**src/rtl/rsc_viterbi_decoder_if.sv**
```systemverilog
// Handshake and result bundle for the hard-decision RSC Viterbi decoder.
// The master side (source/bench) drives the pair stream. The slave side
// (decoder) returns status and the decoded block.
interface rsc_viterbi_decoder_if #(
    parameter int K    = 40,
    parameter int PM_W = 8
);
    logic            in_valid;
    logic            sys_in;
    logic            par_in;
    logic            busy;
    logic [0:K-1]    dout;
    logic            done;
    logic [PM_W-1:0] err_count;

    modport master (
        output in_valid, sys_in, par_in,
        input  busy, dout, done, err_count
    );

    modport slave (
        input  in_valid, sys_in, par_in,
        output busy, dout, done, err_count
    );
endinterface

```
**src/rtl/rsc_viterbi_decoder.sv**
```systemverilog
// Hard-decision Viterbi decoder for the 8-state NB-IoT turbo constituent
// RSC code (feedback 13, parity 15). It takes K info pairs and then 3 tail
// pairs, and runs one ACS step per accepted pair. It then traces back from
// state 0 one step per cycle and presents the K info bits in parallel.
module rsc_viterbi_decoder #(
    parameter int K    = 40,
    parameter int PM_W = 8
) (
    input  logic                  clk,
    input  logic                  rst,
    rsc_viterbi_decoder_if.slave  bus
);
    localparam int              N     = K + 3;
    localparam int              SW    = $clog2(N);
    localparam logic [SW-1:0]   K_S   = SW'(K);
    localparam logic [SW-1:0]   LAST  = SW'(K + 2);
    localparam logic [PM_W-1:0] PRUNE = {1'b1, {(PM_W-1){1'b0}}};

    typedef enum logic [1:0] {IDLE, ACS, TB, DONE} state_t;

    state_t          state;
    logic [PM_W-1:0] pm     [8];
    logic [PM_W-1:0] pm_nxt [8];
    logic [7:0]      dec;
    logic [7:0]      surv   [N];
    logic [SW-1:0]   step;
    logic [SW-1:0]   tb_step;
    logic [2:0]      t;
    logic            busy_r;
    logic            done_r;
    logic [0:K-1]    dout_r;
    logic [PM_W-1:0] err_r;
    logic            tail;
    logic            accept;
    logic            tb_d;
    logic [2:0]      tb_p;
    logic            tb_u;

    // A branch leaving predecessor p with feedback bit a. u is recovered from a,
    // which lets tail branches use the same expression as info branches.
    function automatic logic [1:0] branch_metric(input logic [2:0] p, input logic a,
                                                 input logic s, input logic q);
        logic u;
        logic pb;
        u  = a ^ p[1] ^ p[0];
        pb = a ^ p[2] ^ p[0];
        return {1'b0, s ^ u} + {1'b0, q ^ pb};
    endfunction

    assign tail   = (step >= K_S);
    assign accept = bus.in_valid && (state == IDLE || state == ACS);

    // Per-state add-compare-select. Next state n comes from {n[1],n[0],x} with a = n[2].
    for (genvar n = 0; n < 8; n++) begin : g_acs
        localparam logic [2:0] NB = 3'(n);
        localparam logic [2:0] P0 = {NB[1], NB[0], 1'b0};
        localparam logic [2:0] P1 = {NB[1], NB[0], 1'b1};
        logic [PM_W-1:0] c0;
        logic [PM_W-1:0] c1;
        assign c0        = pm[P0] + PM_W'(branch_metric(P0, NB[2], bus.sys_in, bus.par_in));
        assign c1        = pm[P1] + PM_W'(branch_metric(P1, NB[2], bus.sys_in, bus.par_in));
        // A tie keeps the s3=0 predecessor.
        assign dec[n]    = (c1 < c0);
        // Tail steps allow only a=0 branches, so states with n[2]=1 are pruned.
        assign pm_nxt[n] = (tail && NB[2]) ? PRUNE : (dec[n] ? c1 : c0);
    end

    // Traceback: the decision bit selects the predecessor, and the info bit is recovered from it.
    assign tb_d = surv[tb_step][t];
    assign tb_p = {t[1], t[0], tb_d};
    assign tb_u = t[2] ^ tb_p[1] ^ tb_p[0];

    // Survivor memory, one row of decisions per accepted pair.
    always_ff @(posedge clk) begin
        if (!rst && accept)
            surv[step] <= dec;
    end

    // Control FSM, path metrics and registered outputs.
    always_ff @(posedge clk) begin
        if (rst) begin
            state   <= IDLE;
            busy_r  <= 1'b0;
            done_r  <= 1'b0;
            dout_r  <= '0;
            err_r   <= '0;
            step    <= '0;
            tb_step <= '0;
            t       <= '0;
            for (int i = 0; i < 8; i++) pm[i] <= (i == 0) ? '0 : PRUNE;
        end else begin
            done_r <= 1'b0;
            case (state)
                IDLE: if (bus.in_valid) begin
                    pm     <= pm_nxt;
                    step   <= step + 1'b1;
                    busy_r <= 1'b1;
                    state  <= ACS;
                end
                ACS: if (bus.in_valid) begin
                    pm <= pm_nxt;
                    if (step == LAST) begin
                        tb_step <= LAST;
                        t       <= '0;
                        state   <= TB;
                    end else begin
                        step <= step + 1'b1;
                    end
                end
                TB: begin
                    if (tb_step < K_S) dout_r[tb_step] <= tb_u;
                    t <= tb_p;
                    if (tb_step == '0) state   <= DONE;
                    else               tb_step <= tb_step - 1'b1;
                end
                DONE: begin
                    done_r <= 1'b1;
                    err_r  <= pm[0];
                    busy_r <= 1'b0;
                    step   <= '0;
                    for (int i = 0; i < 8; i++) pm[i] <= (i == 0) ? '0 : PRUNE;
                    state  <= IDLE;
                end
                default: state <= IDLE;
            endcase
        end
    end

    assign bus.busy      = busy_r;
    assign bus.done      = done_r;
    assign bus.dout      = dout_r;
    assign bus.err_count = err_r;
endmodule

```
**src/flat_wrapper.sv**
```systemverilog
// flat-port wrapper written by rule: the top's interface ports become plain ports
module rsc_viterbi_decoder_flat 
#(
    parameter int K    = 40,
    parameter int PM_W = 8
)
  (clk, rst, bus_in_valid, bus_sys_in, bus_par_in, bus_busy, bus_dout, bus_done, bus_err_count);
  rsc_viterbi_decoder_if #(.K(K), .PM_W(PM_W)) bus_i ();
  input  logic clk;
  input  logic rst;
  input wire logic [$bits(bus_i.in_valid)-1:0] bus_in_valid;
  input wire logic [$bits(bus_i.sys_in)-1:0] bus_sys_in;
  input wire logic [$bits(bus_i.par_in)-1:0] bus_par_in;
  output wire logic [$bits(bus_i.busy)-1:0] bus_busy;
  output wire logic [$bits(bus_i.dout)-1:0] bus_dout;
  output wire logic [$bits(bus_i.done)-1:0] bus_done;
  output wire logic [$bits(bus_i.err_count)-1:0] bus_err_count;
  assign bus_i.in_valid = bus_in_valid;
  assign bus_i.sys_in = bus_sys_in;
  assign bus_i.par_in = bus_par_in;
  assign bus_busy = bus_i.busy;
  assign bus_dout = bus_i.dout;
  assign bus_done = bus_i.done;
  assign bus_err_count = bus_i.err_count;
  rsc_viterbi_decoder #(.K(K), .PM_W(PM_W)) u_core (.clk(clk), .rst(rst), .bus(bus_i));
endmodule
```
**config.mk**
```make
export PLATFORM = sky130hd
export DESIGN_NAME = rsc_viterbi_decoder_flat
export DESIGN_NICKNAME = d
export VERILOG_FILES = /design/src/rtl/rsc_viterbi_decoder_if.sv /design/src/rtl/rsc_viterbi_decoder.sv /design/src/flat_wrapper.sv
export SDC_FILE = /design/constraint.sdc
export NUM_CORES = 1
export LEC_CHECK = 0
export CAP_MARGIN = 20
export CORE_MARGIN = 8
export CORE_UTILIZATION = 59
export DETAILED_ROUTE_END_ITERATION = 10
export PLACE_DENSITY = 0.78
export SYNTH_ARGS = -nofsm -noshare
export SYNTH_HDL_FRONTEND = slang
export SYNTH_SLANG_ARGS = --single-unit
```
**constraint.sdc**
```tcl
create_clock -name clk -period 6.4 [get_ports clk]
set_clock_uncertainty 0.1 [all_clocks]
set_input_delay 0.64 -clock clk [delete_from_list [all_inputs] [get_ports clk]]
set_output_delay 0.64 -clock clk [all_outputs]
set_load 0.02 [all_outputs]
```
-- After elaboration in Yosys (flattened, before gate mapping)
Memories as Yosys holds them, arrays and structs flattened. A register that Yosys moved wholly into a read port is not among the register bits.
Cells that the tools add are included.
- bits in registers: 131
- bits in writable memories: 344
- input port bits: 5
- output and inout port bits: 50
- word-level logic and storage cells: 129
- memories kept: 1
- add/sub/neg operators: 22
- magnitude comparators: 13
- eq/ne operators: 11
- multiplexer cells: 42
- bitwise logic cells: 5
- reductions and logical operators: 19
- memory list (memory ; words ; bits a word ; read ports ; clocked after memory_dff ; wr ports ; RTL line ; text):
    u_core.surv ; 43 ; 8 ; 1 ; 1 ; 1 ; rsc_viterbi_decoder.sv:25 ; logic [7:0] surv [N];
- operators by type and width (operator ; count):
    $add 8x2->8 ; 16
    $pmux 64 s2 ; 1
    $mux 8 ; 12
    $lt 8x8->1 ; 8
    $mux 64 ; 1
    $mux 6 ; 8
    $bwmux 40 ; 1
    $pmux 6 s3 ; 1
    $pmux 6 s2 ; 1
    $reduce_and 4->1 ; 3
    $ne 2x2->1 const B ; 5
    $add 1x1->2 ; 4
    $mux 2 ; 4
    $pmux 2 s4 ; 1
    $ge 7x7->1 const B ; 1
    $lt 7x1->1 const B ; 1
    $not 6->7 ; 1
    $add 6x1->6 const B ; 1
    $demux 1 s6 ; 1
    $eq 6x6->1 const B ; 1
    $ge 6x6->1 const B ; 1
    $logic_not 6->1 ; 1
    $lt 6x6->1 const B ; 1
    $mux 1 ; 6
    20 further kinds ; 31

-- Longest topological paths before layout
Gate-level depths: netlist of the first run.
- word-level depth: 8
- depth in mapped cells: 17
- depth with buffers taken out: 16

-- Least setup slack after synthesis of the first run
OpenSTA, ideal clock, no wires.
- kind: input port to flip-flop
- from: in bus_par_in
- to: reg u_core.pm[43] in the netlist's numbering
- library setup time: 117 ps
- arrival time: 4489 ps
- data required time: 6183 ps
- setup slack: 1694 ps
- cell stages on the path: 16
- path buffers: 2
- path through: inv_1 ha_1 clkbuf_1 xor2_1 ha_1 a21oi_1 xor2_1 ha_1 a21o_1 a21o_1 a21o_1 a2111oi_1 or2_2 buf_2 o21ai_0 a22o_1
- word-level cells in the longest chain between the ends: 7
- elaborated cells between the ends (all ways): 9
- those cells by class: add/sub: 4; order compare: 1; mux: 3; bitwise: 1
- RTL lines (what ; RTL line ; text):
    start, declared ; flat_wrapper.sv:13 ; input wire logic [$bits(bus_i.par_in)-1:0] bus_par_in;
    $not 1->1 (no line) ; - ;
    $add 1x1->2 ; rsc_viterbi_decoder.sv:47 ; return {1'b0, s ^ u} + {1'b0, q ^ pb};
    $add 8x2->8 ; rsc_viterbi_decoder.sv:60 ; assign c0 = pm[P0] + PM_W'(branch_metric(P0, NB[2], bus.sys_in, bus.par_in));
    $lt 8x8->1 (*) ; rsc_viterbi_decoder.sv:63 ; assign dec[n] = (c1 < c0);
    net u_core.dec[2] ; rsc_viterbi_decoder.sv:24 ; logic [7:0] dec;
    $mux 8 (*) ; rsc_viterbi_decoder.sv:65 ; assign pm_nxt[n] = (tail && NB[2]) ? PRUNE : (dec[n] ? c1 : c0);
    $mux 64 (*) ; rsc_viterbi_decoder.sv:94, rsc_viterbi_decoder.sv:100 ;
    $pmux 64 s2 (*) ; rsc_viterbi_decoder.sv:93 ; case (state)
    end signal, assigned ; rsc_viterbi_decoder.sv:95 ; pm <= pm_nxt;
    end signal, assigned ; rsc_viterbi_decoder.sv:101 ; pm <= pm_nxt;
    end, declared ; rsc_viterbi_decoder.sv:22 ; logic [PM_W-1:0] pm [8];
The timed path passes the listed nets; every way through them passes the cells marked *. The select of a mux whose other input is x is not followed.
A chain may end at the register's enable or synchronous reset.

-- Final worst setup path of the first run
- from: in bus_par_in
- to: reg u_core.pm[45] in the netlist's numbering
- word-level cells in the longest chain between the ends: 7
- elaborated cells between the ends (all ways): 9
- those cells by class: add/sub: 4; order compare: 1; mux: 3; bitwise: 1
- RTL lines (what ; RTL line):
    $not 1->1 (no line) ; -
    $add 1x1->2 ; rsc_viterbi_decoder.sv:47
    $add 8x2->8 ; rsc_viterbi_decoder.sv:60
    $lt 8x8->1 ; rsc_viterbi_decoder.sv:63
    $mux 8 (*) ; rsc_viterbi_decoder.sv:65
    $mux 64 (*) ; rsc_viterbi_decoder.sv:94, rsc_viterbi_decoder.sv:100
    $pmux 64 s2 (*) ; rsc_viterbi_decoder.sv:93
Every way passes the cells marked *; elsewhere a longest branch is shown, timed or not. The select of a mux whose other input is x is not followed.

==> results of run 1 <==
## flip-flops by register name, summed over array words and instances (netlist names), named ones only
signal and count:
u_core.bus.busy 1, u_core.bus.done 1, u_core.bus.dout 40, u_core.bus.err_count 8, u_core.pm 64, u_core.state 2
u_core.step 6, u_core.surv 344, u_core.t 3, u_core.tb_step 6
## power breakdown
part,switching (mW),internal [mW]
logic,2.68,1.56
clock network,1.17,1.71
registers,0.353,4.42
## how the worst max path moves through the flow
stage                from                 to  slack [ns]  depth (start not counted)
2_1_floorplan  bus_par_in      u_core.pm[43]        1.69                         16
3_5_place_dp   bus_par_in      u_core.pm[45]        1.05                         18
3_3_place_gp   bus_par_in      u_core.pm[46]        1.19                         18
4_1_cts        bus_par_in      u_core.pm[45]        1.63                         18
6_report       bus_par_in      u_core.pm[45]        1.61                         18
5_1_grt        bus_par_in  u_core.surv[0][1]        1.20                         17
## Yosys cell counts, drive strengths merged (8+ instances only)
master	count
nand4	17
mux2	19
nand2b	13
a211oi	43
dfxtp	137
xor2	61
edfxtp	344
o31ai	8
a22o	8
nand3	34
a32o	20
mux2i	50
and2	19
o21ai	90
nor2	213
clkbuf	73
or2	24
mux4	75
buf	35
xnor2	55
a22oi	13
inv	50
nand2	132
nor2b	23
ha	97
a21o	32
a21oi	49
o211ai	8
and3	10
## cells by family after synthesis
kind of cell | after synthesis | synth area share
flip-flops | 481 | 0.5612
AND/OR/NAND/NOR | 519 | 0.1020
AO/OA/AOI/OAI | 321 | 0.1017
XOR/XNOR | 116 | 0.04394
multiplexers | 144 | 0.1058
adder cells (fa/ha/maj) | 97 | 0.05211
buffers and inverters | 160 | 0.03320
## layout make-up
class / count / area, um^2
Clock buffer: 63 / 1300
Multi-Input combinational cell: 1197 / 9477
Inverter: 51 / 191.4
Clock inverter: 23 / 302.8
Tap cell: 518 / 648.1
Fill cell: 2689 / 13070
Sequential cell: 481 / 13080
Timing Repair Buffer: 82 / 758.2
## metrics by stage
stage                 util  area [um^2]  hold slack [ns]  power [mW]  setup slack, ns
floorplan                -        23290           0.3315       7.703            1.694
global placement    0.6221        24160           0.3425       8.836            1.193
detailed placement  0.6221        24160           0.3554       8.993            1.045
CTS                 0.6634        25760           0.3685       11.88            1.625
global route        0.6634        25760           0.3978       12.43            1.197
finish              0.6634        25760           0.3659       11.90            1.614
## per-layer routing
| layer | vias up | track usage |
|---|---|---|
| met5 | - | 0 |
| met4 | 0 | 0.06536 |
| met3 | 113 | 0.04199 |
| met2 | 665 | 0.4024 |
| met1 | 7564 | 0.3076 |
| li1 | 6857 | - |
## worst register-to-register path, delay by kind of cell, from the launching register on
kind                   cells  cell delay (ns)
AO/OA/AOI/OAI              4             1.37
multiplexers               3             0.93
buffers and inverters      2             0.93
flip-flops                 1             0.87
XOR/XNOR                   1             0.15
AND/OR/NAND/NOR            1             0.08
==> metrics.txt, run 1 <==
CTS Root Cell=clkbuf_16; NumNets Final=1963; Worst R2R Setup Slack=1.83 ns; Final GP Congestion=between 0.8 and 0.9; CTS tree=built; IO Pins=55; EDFF count, synth=344; crit-path max cell delay=roughly 0.57 ns; Worst Path Max Fanout=46; Setup Fix Bufs, Post-CTS=0; Core Area=slightly below 0.04 mm^2; crit-path most repeated cell=ha_1; library cells used by synthesis=80; die span in x=approximately 210 um; Post-route DRC=0; nature of the critical path endpoint=flop; grt ovf=0; syn_area_per_cell=12.67 um^2; largest net degree at the start of global routing=65; Setup violations, final=0; Leak=8.984 nW; Gate Count Post-Synth=1838; status=complete, no violations; WL met2=27480 um; DRT iter0 DRCs=1406; Hold Vio Cnt, Final=0; M1 wire length=about 22000 um; Synth area leader=edfxtp_1; ys flop type=edfxtp_1; Rows=72; min-delay worst type=flop to flop; fin cells=roughly 2400; area share of the largest cell type after synthesis=0.4435; met3 WL=4232 um; Hold EP=u_core.pm[16]; DP Cell Count=2329; flops & latches, synth=481; worst reg-to-reg path cell count=11; CP startpoint kind=primary input; vias in the first global route=about 15000; clock tree buffer depth=3; Tcrit/Tclk final=0.7479; TritonRoute pass-1 iters=5; worst slew pin tran=1.052 ns; Rel. slew slack=0.2938; worst-skew pair later-pin latency=0.59 ns; Initial Util=0.5999; DP HPWL=36510 um; Worst EP arrival=5.16 ns; Top Family by Delay on Critical Path=compound AO/OA/AOI/OAI gates; die height=214.7 um; global-route wire length before repair=85790 um; Seq/Total Area, Yosys=0.5612; Via-to-Cell Ratio=6.294; most frequent cells in the layout=edfxtp_1, nor2_1, dfxtp_1; via count=15200; Cells on Worst Hold Path=2; uppermost layer routed=met4; setup TNS=0 ns; Detailed Route WL=55430 um; top post-synthesis cells by area=edfxtp_1, dfxtp_1, mux4_2, ha_1, nor2_1; # clock sinks=slightly below 500; Max rail drop VDD=0.0004137 V; Buf+Inv Stages, Crit Path=5; Critical Path RT=6.78 ns; ys async rst share=0; Overall Global Routing Usage=0.2359; CTS-repair resized insts=0; Post-Syn Nets=1940; CP Class=primary input to flop; Slew Limit Fails=0; CTS Buf Count=48; Worst-path clk slew=0.05 ns; Max Cap Viol=0; Hold Crit Start=u_core.pm[16]; count of warnings emitted by yosys=0; power density over the cells=461.8 mW/mm^2; CTS H-tree lvls=2; Area growth syn-to-layout=10.59%; PortBufs=54; initial antenna violation count=1; FMAX=208.9 MHz; antenna viol nets, final=0; RSZ-0062 raised after global routing=no; share of cells above drive strength 1=0.1339; min Tclk post-route=4.786 ns; Post-Syn Area=approximately 0.023 mm^2; Worst R2R End=u_core.bus.dout[19]; worst path cell trace=clkdlybuf4s50_1 > inv_1 > ha_1 > inv_1 > ha_1 > ha_1 > a21oi_1 > xor2_1 > ha_1 > a21o_1 > a21o_1 > a21o_1 > a2111oi_1 > buf_4 > or2_2 > buf_4 > o21ai_0 > a22o_1; Worst path slowest cell=clkdlybuf4s50_1; Diodes inserted=0; most common cell after layout, fill and taps aside=edfxtp_1; DR WL/cell=22.95 um; CTS Hold Bufs=0; die area=0.04609 mm^2
No activity file was read; power rests on OpenSTA's default activity.
==> run 2: changes to the inputs <==
--- a/config.mk
+++ b/config.mk
@@ -7,7 +7,7 @@
 export LEC_CHECK = 0
 export CAP_MARGIN = 20
 export CORE_MARGIN = 8
-export CORE_UTILIZATION = 59
+export CORE_UTILIZATION = 56
 export DETAILED_ROUTE_END_ITERATION = 10
 export PLACE_DENSITY = 0.78
 export SYNTH_ARGS = -nofsm -noshare
==> constraint.sdc (replaced) <==
create_clock -name clk -period 3.95 [get_ports clk]
set_clock_uncertainty 0.1 [all_clocks]
set_input_delay 0.395 -clock clk [delete_from_list [all_inputs] [get_ports clk]]
set_output_delay 0.395 -clock clk [all_outputs]
set_load 0.02 [all_outputs]
==> metrics.txt, run 2 (synthesis results as in run 1) <==
Worst R2R End=u_core.bus.dout[21]; Final GP Congestion=around 0.9; fin cells=2584; power density over the cells=758.8 mW/mm^2; Hold Crit Start=rst; min Tclk post-route=3.777 ns; die span in x=around 220 um; Diodes inserted=0; clock tree buffer depth=3; global-route wire length before repair=~90000 um; crit path launch=bus_sys_in; Fin Hold WS=0.1877 ns; largest net degree at the start of global routing=64; Placed Area=0.02553 mm^2; min-delay worst type=primary input to flop; via count=15780; Final Power=20.55 mW; Core Area=0.04092 mm^2; Slew Limit Fails=0; Post-route DRC=0; TritonRoute pass-1 iters=7; CTS H-tree lvls=2; CP Class=primary input to flop; Tcrit/Tclk final=0.9562; DRT iter0 DRCs=1813; antenna viol nets, final=0; Top reg by flops=u_core.surv; FMAX=264.8 MHz; initial antenna violation count=0; # clock sinks=481; DR WL/cell=roughly 22 um; Worst-path clk slew=about 0.060 ns; final worst setup slack=0.1730 ns; worst reg-to-reg path cell count=11; Worst Path Max Fanout=43; Initial Util=0.5692; Place WS=-0.4381 ns; share of cells above drive strength 1=0.2008; setup TNS=0 ns; Hold Vio Cnt, Final=0; status=complete, no violations; CTS tree=built; Worst EP arrival=4.08 ns; NumNets Final=2114; Detailed Route WL=58140 um; most common cell after layout, fill and taps aside=edfxtp_1; worst-skew pair later-pin latency=0.58 ns; grt ovf=0; Max rail drop VDD=0.001003 V; worst path cell trace=clkdlybuf4s50_1 > inv_1 > buf_4 > ha_1 > buf_4 > xor2_1 > ha_1 > a21oi_1 > xnor2_1 > ha_1 > a21o_1 > a21o_1 > a21o_1 > a2111oi_4 > or2_4 > buf_12; RSZ-0062 raised after global routing=no; Rel. slew slack=0.3384; CP startpoint kind=primary input; Worst R2R Setup Slack=between 0.2 and 0.3 ns; Via-to-Cell Ratio=6.106; Max Cap Viol=0; CTS Buf Count=48; crit-path max cell delay=0.47 ns; Setup Fix Bufs, Post-CTS=0; Critical Path Sink=u_core.surv[9][2]; Leak=9.746 nW; most frequent cells in the layout=edfxtp_1, nor2_1, buf_4; DP HPWL=39260 um; Rows=74; Critical Path RT=4.25 ns; Worst path slowest cell=clkdlybuf4s50_1; vias in the first global route=15760; Area growth syn-to-layout=16.28%; IO Pins=55; Setup violations, final=0; Overall Global Routing Usage=0.2377; Final Util=0.6618; max FFs per register=344; DP Cell Count=2494; fin area=0.02708 mm^2; worst slew pin tran=just under 1 ns; die height=219.9 um; PortBufs=between 50 and 60; CTS Root Cell=clkbuf_16; die area=0.04838 mm^2; nature of the critical path endpoint=flop
==> run 2: changes by cell type in the layout (fill, tap and decap cells not counted), sizes merged <==
cell      before  now
buf           29  180
bufinv         7    2
clkbuf        63   73
clkinv        14   16
clkinvlp       1    2
inv           52   48
==> run 2: critical path, delay by kind of cell <==
kind	cells	cell delay, ns
AO/OA/AOI/OAI	5	1.22
XOR/XNOR	2	0.33
adder cells (fa/ha/maj)	3	0.76
buffers and inverters	5	1.07
AND/OR/NAND/NOR	1	0.26
==> run 2: cell type report <==
type	instances	area, um^2
fillers	2823	13840
flip-flops and latches	481	13080
multi-input cells	1197	9533
repair buffers	233	2067
clock buffers	73	1394
well taps	532	665.6
inverters	51	198.9
clock inverters	17	145.1
==> run 2: power by group <==
group / internal, mW / leakage, nW / switching, mW / total (mW)
clock network: 2.57 / 0.757 / 1.91 / 4.48
registers: 7.14 / 4.23 / 0.478 / 7.61
logic: 3.57 / 4.76 / 4.89 / 8.46
total: 13.3 / 9.75 / 7.28 / 20.6
==> run 2: worst min-delay path by stage <==
stage                     to  slack, ns  cells after the start
2_1_floorplan   u_core.pm[0]       0.33                      2
3_3_place_gp   u_core.pm[40]       0.34                      2
3_5_place_dp   u_core.pm[40]       0.35                      2
4_1_cts        u_core.pm[47]       0.17                      3
5_1_grt        u_core.pm[55]       0.21                      3
6_report       u_core.pm[47]       0.19                      3
==> run 2: per-layer routing <==
layer / up-vias / global-route usage / part of all wire
met5: - / 0 / 0
met4: 0 / 0.09081 / 0.038
met3: 149 / 0.04210 / 0.070
met2: 681 / 0.4036 / 0.49
met1: 7768 / 0.3015 / 0.40
li1: 7180 / - / -
==> run 2: repair_timing <==
action	4_1_cts	5_1_grt
endpoints found under the setup margin	0	95
hold buffers	0	0
resized for setup	0	7
